===== config.mk =====
export PLATFORM = sky130hd
export DESIGN_NAME = seq_multplr_controller
export DESIGN_NICKNAME = d
export VERILOG_FILES = /design/src/rtl/seq_multplr_pkg.sv /design/src/rtl/seq_multplr_controller.sv
export SDC_FILE = /design/constraint.sdc
export NUM_CORES = 1
export LEC_CHECK = 0
export CAP_MARGIN = 10
export CORE_AREA = 8 8 45 47
export CTS_BUF_LIST = sky130_fd_sc_hd__clkbuf_16
export CTS_CLUSTER_DIAMETER = 40
export CTS_CLUSTER_SIZE = 30
export DETAILED_ROUTE_END_ITERATION = 16
export DIE_AREA = 0 0 53 55
export GPL_ROUTABILITY_DRIVEN = 0
export PLACE_DENSITY = 0.74
export SLEW_MARGIN = 5
export SYNTH_ARGS = -nofsm -noshare
export SYNTH_HDL_FRONTEND = slang
export SYNTH_SLANG_ARGS = --single-unit

===== constraint.sdc =====
create_clock -name clk -period 1.1 [get_ports clk]
set_input_delay 0.165 -clock clk [delete_from_list [all_inputs] [get_ports clk]]
set_output_delay 0.165 -clock clk [all_outputs]
set_load 0.02 [all_outputs]

===== src/rtl/seq_multplr_pkg.sv =====
// Shared definitions for the 4-bit sequential multiplier: controller state
// encoding and datapath operation-select values.
package seq_multplr_pkg;

    typedef enum logic [2:0] {
        IDLE  = 3'd0,
        LOAD  = 3'd1,
        EVAL  = 3'd2,
        SHIFT = 3'd3,
        DONE  = 3'd4
    } state_t;

    // Register A/B op select
    localparam logic OP_LOAD  = 1'b0;
    localparam logic OP_SHIFT = 1'b1;
    // Register P op select
    localparam logic OP_CLEAR = 1'b0;
    localparam logic OP_ADD   = 1'b1;

endpackage


===== src/rtl/seq_multplr_controller.sv =====
// Sequencing FSM for the shift-and-add multiplier: LOAD, then WIDTH
// EVAL/SHIFT pairs (optionally cut short once B has no bits left), then DONE.
module seq_multplr_controller
    import seq_multplr_pkg::*;
#(
    parameter int WIDTH      = 4,
    parameter bit EARLY_EXIT = 1'b0,
    localparam int CNT_W     = $clog2(WIDTH + 1)
) (
    input  logic             clk,
    input  logic             clr,
    input  logic             start,
    input  logic             abort,
    input  logic             lsb_b,
    input  logic [WIDTH-1:0] q_b,
    output logic             en_a,
    output logic             ld_shift_a,
    output logic             en_b,
    output logic             ld_shift_b,
    output logic             en_p,
    output logic             ld_add_p,
    output logic             busy,
    output logic             done,
    output logic [CNT_W-1:0] bit_cnt
);

    state_t           state;
    state_t           next_state;
    logic [CNT_W-1:0] cnt_next;
    logic             b_rest_zero;

    // Bits of B above the LSB are all zero, so no further add can occur
    assign b_rest_zero = ((q_b >> 1) == '0);

    always_ff @(posedge clk or posedge clr) begin
        if (clr) begin
            state   <= IDLE;
            bit_cnt <= '0;
        end else begin
            state   <= next_state;
            bit_cnt <= cnt_next;
        end
    end

    always_comb begin
        next_state = state;
        cnt_next   = bit_cnt;
        en_a       = 1'b0;
        ld_shift_a = OP_LOAD;
        en_b       = 1'b0;
        ld_shift_b = OP_LOAD;
        en_p       = 1'b0;
        ld_add_p   = OP_CLEAR;
        done       = 1'b0;
        busy       = (state != IDLE);

        case (state)
            IDLE: begin
                if (start) next_state = LOAD;
            end
            LOAD: begin
                en_a       = 1'b1;
                ld_shift_a = OP_LOAD;
                en_b       = 1'b1;
                ld_shift_b = OP_LOAD;
                en_p       = 1'b1;
                ld_add_p   = OP_CLEAR;
                cnt_next   = '0;
                next_state = EVAL;
            end
            EVAL: begin
                en_p       = lsb_b;
                ld_add_p   = OP_ADD;
                next_state = SHIFT;
            end
            SHIFT: begin
                en_a       = 1'b1;
                ld_shift_a = OP_SHIFT;
                en_b       = 1'b1;
                ld_shift_b = OP_SHIFT;
                cnt_next   = bit_cnt + CNT_W'(1);
                if (bit_cnt == CNT_W'(WIDTH - 1))
                    next_state = DONE;
                else if (EARLY_EXIT && b_rest_zero)
                    next_state = DONE;
                else
                    next_state = EVAL;
            end
            DONE: begin
                done       = 1'b1;
                next_state = IDLE;
            end
            default: begin
                next_state = IDLE;
                cnt_next   = '0;
            end
        endcase

        // Cancel wins over everything, including the DONE pulse's successor
        if (abort && (state != IDLE)) begin
            next_state = IDLE;
            cnt_next   = '0;
        end
    end

endmodule


After elaboration in Yosys (flattened, before gate mapping)
Cells that the tools add are included.
{"block": "op_classes", "n_lt_le_gt_ge": 0, "n_shift": 0, "reduce_logical": 5, "addsub": 1, "muxes": 11, "div": 0, "n_eq_ne": 7, "multipliers": 0, "bitwise": 0}
{"op": "two-way mux 3 bit", "count": 4}
{"op": "one-hot mux 3 bit (4 select lines)", "count": 1}
{"op": "== test 3 x 2 -> 1 bit, second input constant", "count": 3}
{"op": "one-hot mux 3 bit (2 select lines)", "count": 1}
{"op": "two-way mux 1 bit", "count": 4}
{"op": "adder 3 x 1 -> 3 bit, second input constant", "count": 1}
{"op": "== test 3 x 1 -> 1 bit, second input constant", "count": 1}
{"op": "== test 3 bit, second input constant", "count": 1}
{"op": "logical NOT 3 bit", "count": 1}
{"op": "inequality test 3 bit, second input constant", "count": 1}
{"op": "nonzero test 3 bit", "count": 1}
{"op": "OR reduction 3 bit", "count": 1}
{"op": "inequality test 2 x 1 -> 1 bit, second input constant", "count": 1}
{"op": "one-hot mux 1 bit (2 select lines)", "count": 1}
{"op": "OR reduction 2 bit", "count": 1}
{"op": "logical AND 1 bit", "count": 1}
{"block": "totals", "input_bits": 9, "mem_count": 0, "out_inout_bits": 11, "latchBits": 0, "wordCells": 26, "ramBits": 0, "regBits": 6, "rom_bits": 0}

Depth between registers and ports, before layout
Gate-level depths: netlist of run 1.
{"block": "logic_depth", "depth_word": 4, "ltp_mapped": 4}

Worst setup path before layout of run 1
OpenSTA, ideal clock, no wires.
{"block": "synth_path", "kind": "reg2out", "startpoint": "reg state[0]", "endpoint": "out en_b", "stages_incl_launch_ff": 4, "setup_slack_ps": -188, "required_time_ps": 935, "n_path_buf": 2, "arrival_time_ps": 1123, "cell_sequence": "dfrtp_1 > buf_2 > nor2b_1 > buf_4"}
{"block": "synth_between", "elab_chain_len": 3, "word_cells_on_any_way": 4, "classes_between": "eq/ne (2); mux (1); reduce/logical (1)"}
{"item": "start: declaration", "line_no": "seq_multplr_controller.sv:27", "source": "state_t state;"}
{"item": "start signal: assignment", "line_no": "seq_multplr_controller.sv:40", "source": "state <= next_state;"}
{"item": "== test 3 x 2 -> 1 bit / == test 3 x 1 -> 1 bit (equally long branches)"}
{"item": "OR reduction 2 bit (no line) *"}
{"item": "two-way mux 1 bit *"}
{"item": "end: declaration", "line_no": "seq_multplr_controller.sv:18", "source": "output logic en_b,"}
Every way passes the cells marked *; elsewhere a longest branch is shown, timed or not.

Final worst setup path of run 1
{"block": "layout_path", "startpoint": "reg state[1]", "endpoint": "out busy"}
{"block": "layout_between", "elab_chain_len": 1}
{"item": "nonzero test 3 bit", "line_no": "seq_multplr_controller.sv:55", "source": "busy = (state != IDLE);"}
{"item": "end: declaration", "line_no": "seq_multplr_controller.sv:22", "source": "output logic busy,"}
Every way passes these cells.

==> results.ini, run 1 <==
[status]
status = complete, but fails checks
violations = negative setup slack

[synth]
synth_top_cell_area_share_pct = 39.22
synth_cell_type_count = 22
syn_nets = 50
yosysSeqAreaShare_pct = 39.22
yosysWarnings = 0
async_flop_share_pct = 100.0
syn_inst = 39
synth.avg_cell_area_um2 = 9.817
synth_edf_count = 0
ys_top_cells_by_area = dfrtp_1 39%, ha_1 6.5%, nand2b_1 6.5%
ys_ff_latch = 6
synth_area_um2 = 382.9
yosysTopAreaCell = dfrtp_1
ys.flop_type = dfrtp_1

[clocking]
cts_tree = built
cts_buffers = 3
cts.sinks = 6
clockRootBuffer = clkbuf_16
htree_levels = 1
ctsHoldBuffers = 0
clk_latency_ns = 0.23
clk_pin_slew_ns = 0.04
clk_path_buf_depth = 2

[floorplanning]
io_pins = 20
die_w_um = 53
initial_core_util_pct = 27.67
core_um2 = 1384
dieArea_um2 = 2915
rows = 14
die_y_um = 55

[setup_path]
worstPathRequired_ns = 0.94
crit_path_end_kind = output pin
critical_path.startpoint_type = flop
path_max_fanout = 7
critical_path_class = flop to output pin
cp.arrival_ns = 1.19

[timing]
fmax_ghz = 0.7365
setup_viol = 13
skew_ns = 0.002019
fin_ws_ns = -0.2578
rsz0062_at_grt = yes
relSlewSlack_pct = 84.64
finalHoldViolCount = 0
slew_violations = 0
fin_crit_sh_pct = 123.4
fin_crit_ns = 1.358
tightest_slew_ns = 0.2301

[run]
drv_cap = 0

[detailed_routing]
postRouteAntennaNets = 0
wl_per_cell_um = 13.59
drt_first_pass_iters = 2
drt_wl_total_um = 1101
drt_iter0_markers = 10
vias = 364
vias_per_cell = 4.494
drc = 0

[power]
switchingPower_uw = 354.3
pwr-share-clk_pct = 46.0
internal_power_uw = 951.0
power.share.switching_pct = 27.14
p_leak_nw = 0.3425
peakVddDrop_mv = 0.9444
comb_power_share_pct = 32.8
powerDensity_nw_per_um2 = 1595
pwr-share-seq_pct = 21.2

[global_routing]
antenna_found_initial = 0
gr-total-overflow = 0
grt_use_met3_pct = 2.406
grt_use_total_pct = 7.684
busiest_layer = met2
gr-usage-met2_pct = 12.89
grt_pass1_vias = 398
met1_usage_pct = 8.615
grt_pass1_wl_um = 1642
grt_max_degree = 8

[place]
place_ws_ns = -0.5056
detailed_place_hpwl_um = 719
port_buffers = 15

[final_layout]
fin_util_pct = 59.13
fillCellCount = 102
antennaDiodeCount = 0
nets = 77
area_growth_pct = 113.7
multi_input_area_um2 = 291.5
drive_gt1_share_pct = 72.31
seq_area_um2 = 156.4

[hold_path]
hold_path_class = input pin to async pin

-- cell usage after synthesis (2+ instances only) --
| master | instances |
|---|---|
| buf_4 | 2 |
| buf_6 | 2 |
| dfrtp_1 | 6 |
| ha_1 | 2 |
| inv_1 | 4 |
| nand2b_1 | 4 |
| nor2_1 | 2 |
| nor3b_1 | 2 |
| o32ai_1 | 2 |
-- kinds of logic after synthesis --
| logic type | after synthesis | synth area share [%] |
|---|---|---|
| AOI/OAI and AO/OA | 5 | 9.478 |
| adders and majority gates | 3 | 9.476 |
| buffers and inverters | 9 | 15.03 |
| DFF | 6 | 39.21 |
| and+or+nand+nor | 16 | 26.80 |
-- flip-flops by register name, summed over array words and instances (netlist names) --
name and flops:
bit_cnt 3, state 3
-- placed cells by master, fill, tap and decap left out, types with 3 or more instances in the layout --
master and n:
nand2b_1 4, buf_4 11, inv_1 5, clkdlybuf4s50_1 4, buf_6 9, clkbuf_16 3
dfrtp_2 5
-- per-stage QoR --
stage / hold slack [ns] / cells / area (µm²) / power [mW] / setup TNS [ns]
floorplan: -0.04418 / 39 / 419.2 / 0.4639 / -0.3148
global placement: 0.3982 / 73 / 600.6 / 0.5946 / -3.729
detailed placement: 0.3970 / 73 / 600.6 / 0.5995 / -3.945
CTS: 0.1578 / 81 / 765.7 / 1.244 / -1.753
global route: 0.1901 / 81 / 818.3 / 1.353 / -2.447
finish: 0.1499 / 81 / 818.3 / 1.305 / -1.855
-- final timing paths --
path | startpoint | endpoint | slack, ns | cells past startpoint
setup / recovery | state[1]$_DFFE_PP0P_ | busy | -0.26 | 2
setup reg to reg | state[1]$_DFFE_PP0P_ | bit_cnt[1]$_DFFE_PP0P_ | -0.17 | 3
min in group clk | start | state[0]$_DFFE_PP0P_ | 0.52 | 3
hold reg to reg | bit_cnt[1]$_DFFE_PP0P_ | bit_cnt[1]$_DFFE_PP0P_ | 0.62 | 2
hold / removal | clr | bit_cnt[2]$_DFFE_PP0P_ | 0.15 | 2
max in group asynchronous | clr | state[1]$_DFFE_PP0P_ | 0.74 | 2
-- worst max-delay path, stage by stage (launching register included) --
cell and delay, ns:
dfrtp_2 0.45, or3_4 0.38, buf_6 0.14
-- power groups by stage --
stage / Clock [mW] / Sequential [mW] / Combinational [mW]
finish: 0.600 / 0.277 / 0.428
global route: 0.612 / 0.281 / 0.460
CTS: 0.604 / 0.272 / 0.369
detailed placement: 0 / 0.272 / 0.328
global placement: 0 / 0.271 / 0.323
floorplan: 0 / 0.268 / 0.196
-- what timing repair did --
action,in CTS,in global routing
pin swaps,4,0
setup buffers,4,0
gates resized for setup,63,10
setup endpoints to repair,16,15
-- final cells by class --
class | count | area share, %
multi-input combinational | 24 | 35.63
clock inverter | 1 | 0.4587
timing repair buffer | 27 | 31.35
inverter | 4 | 1.835
clock buffer | 3 | 9.174
tap | 16 | 2.446
sequential | 6 | 19.11
-- metal layers --
| metal | wire (µm) | part of all wire, % |
|---|---|---|
| met5 | 0 | 0 |
| met4 | 0 | 0 |
| met3 | 27 | 2.5 |
| met2 | 564 | 51 |
| met1 | 510 | 46 |
No activity file was read; power rests on OpenSTA's default activity.
==> inputs of run 2 (changes only) <==
CAP_MARGIN = 20   (was 10)
==> results of run 2 <==
The final DEF is identical to that of run 1; final timing and power are the same.
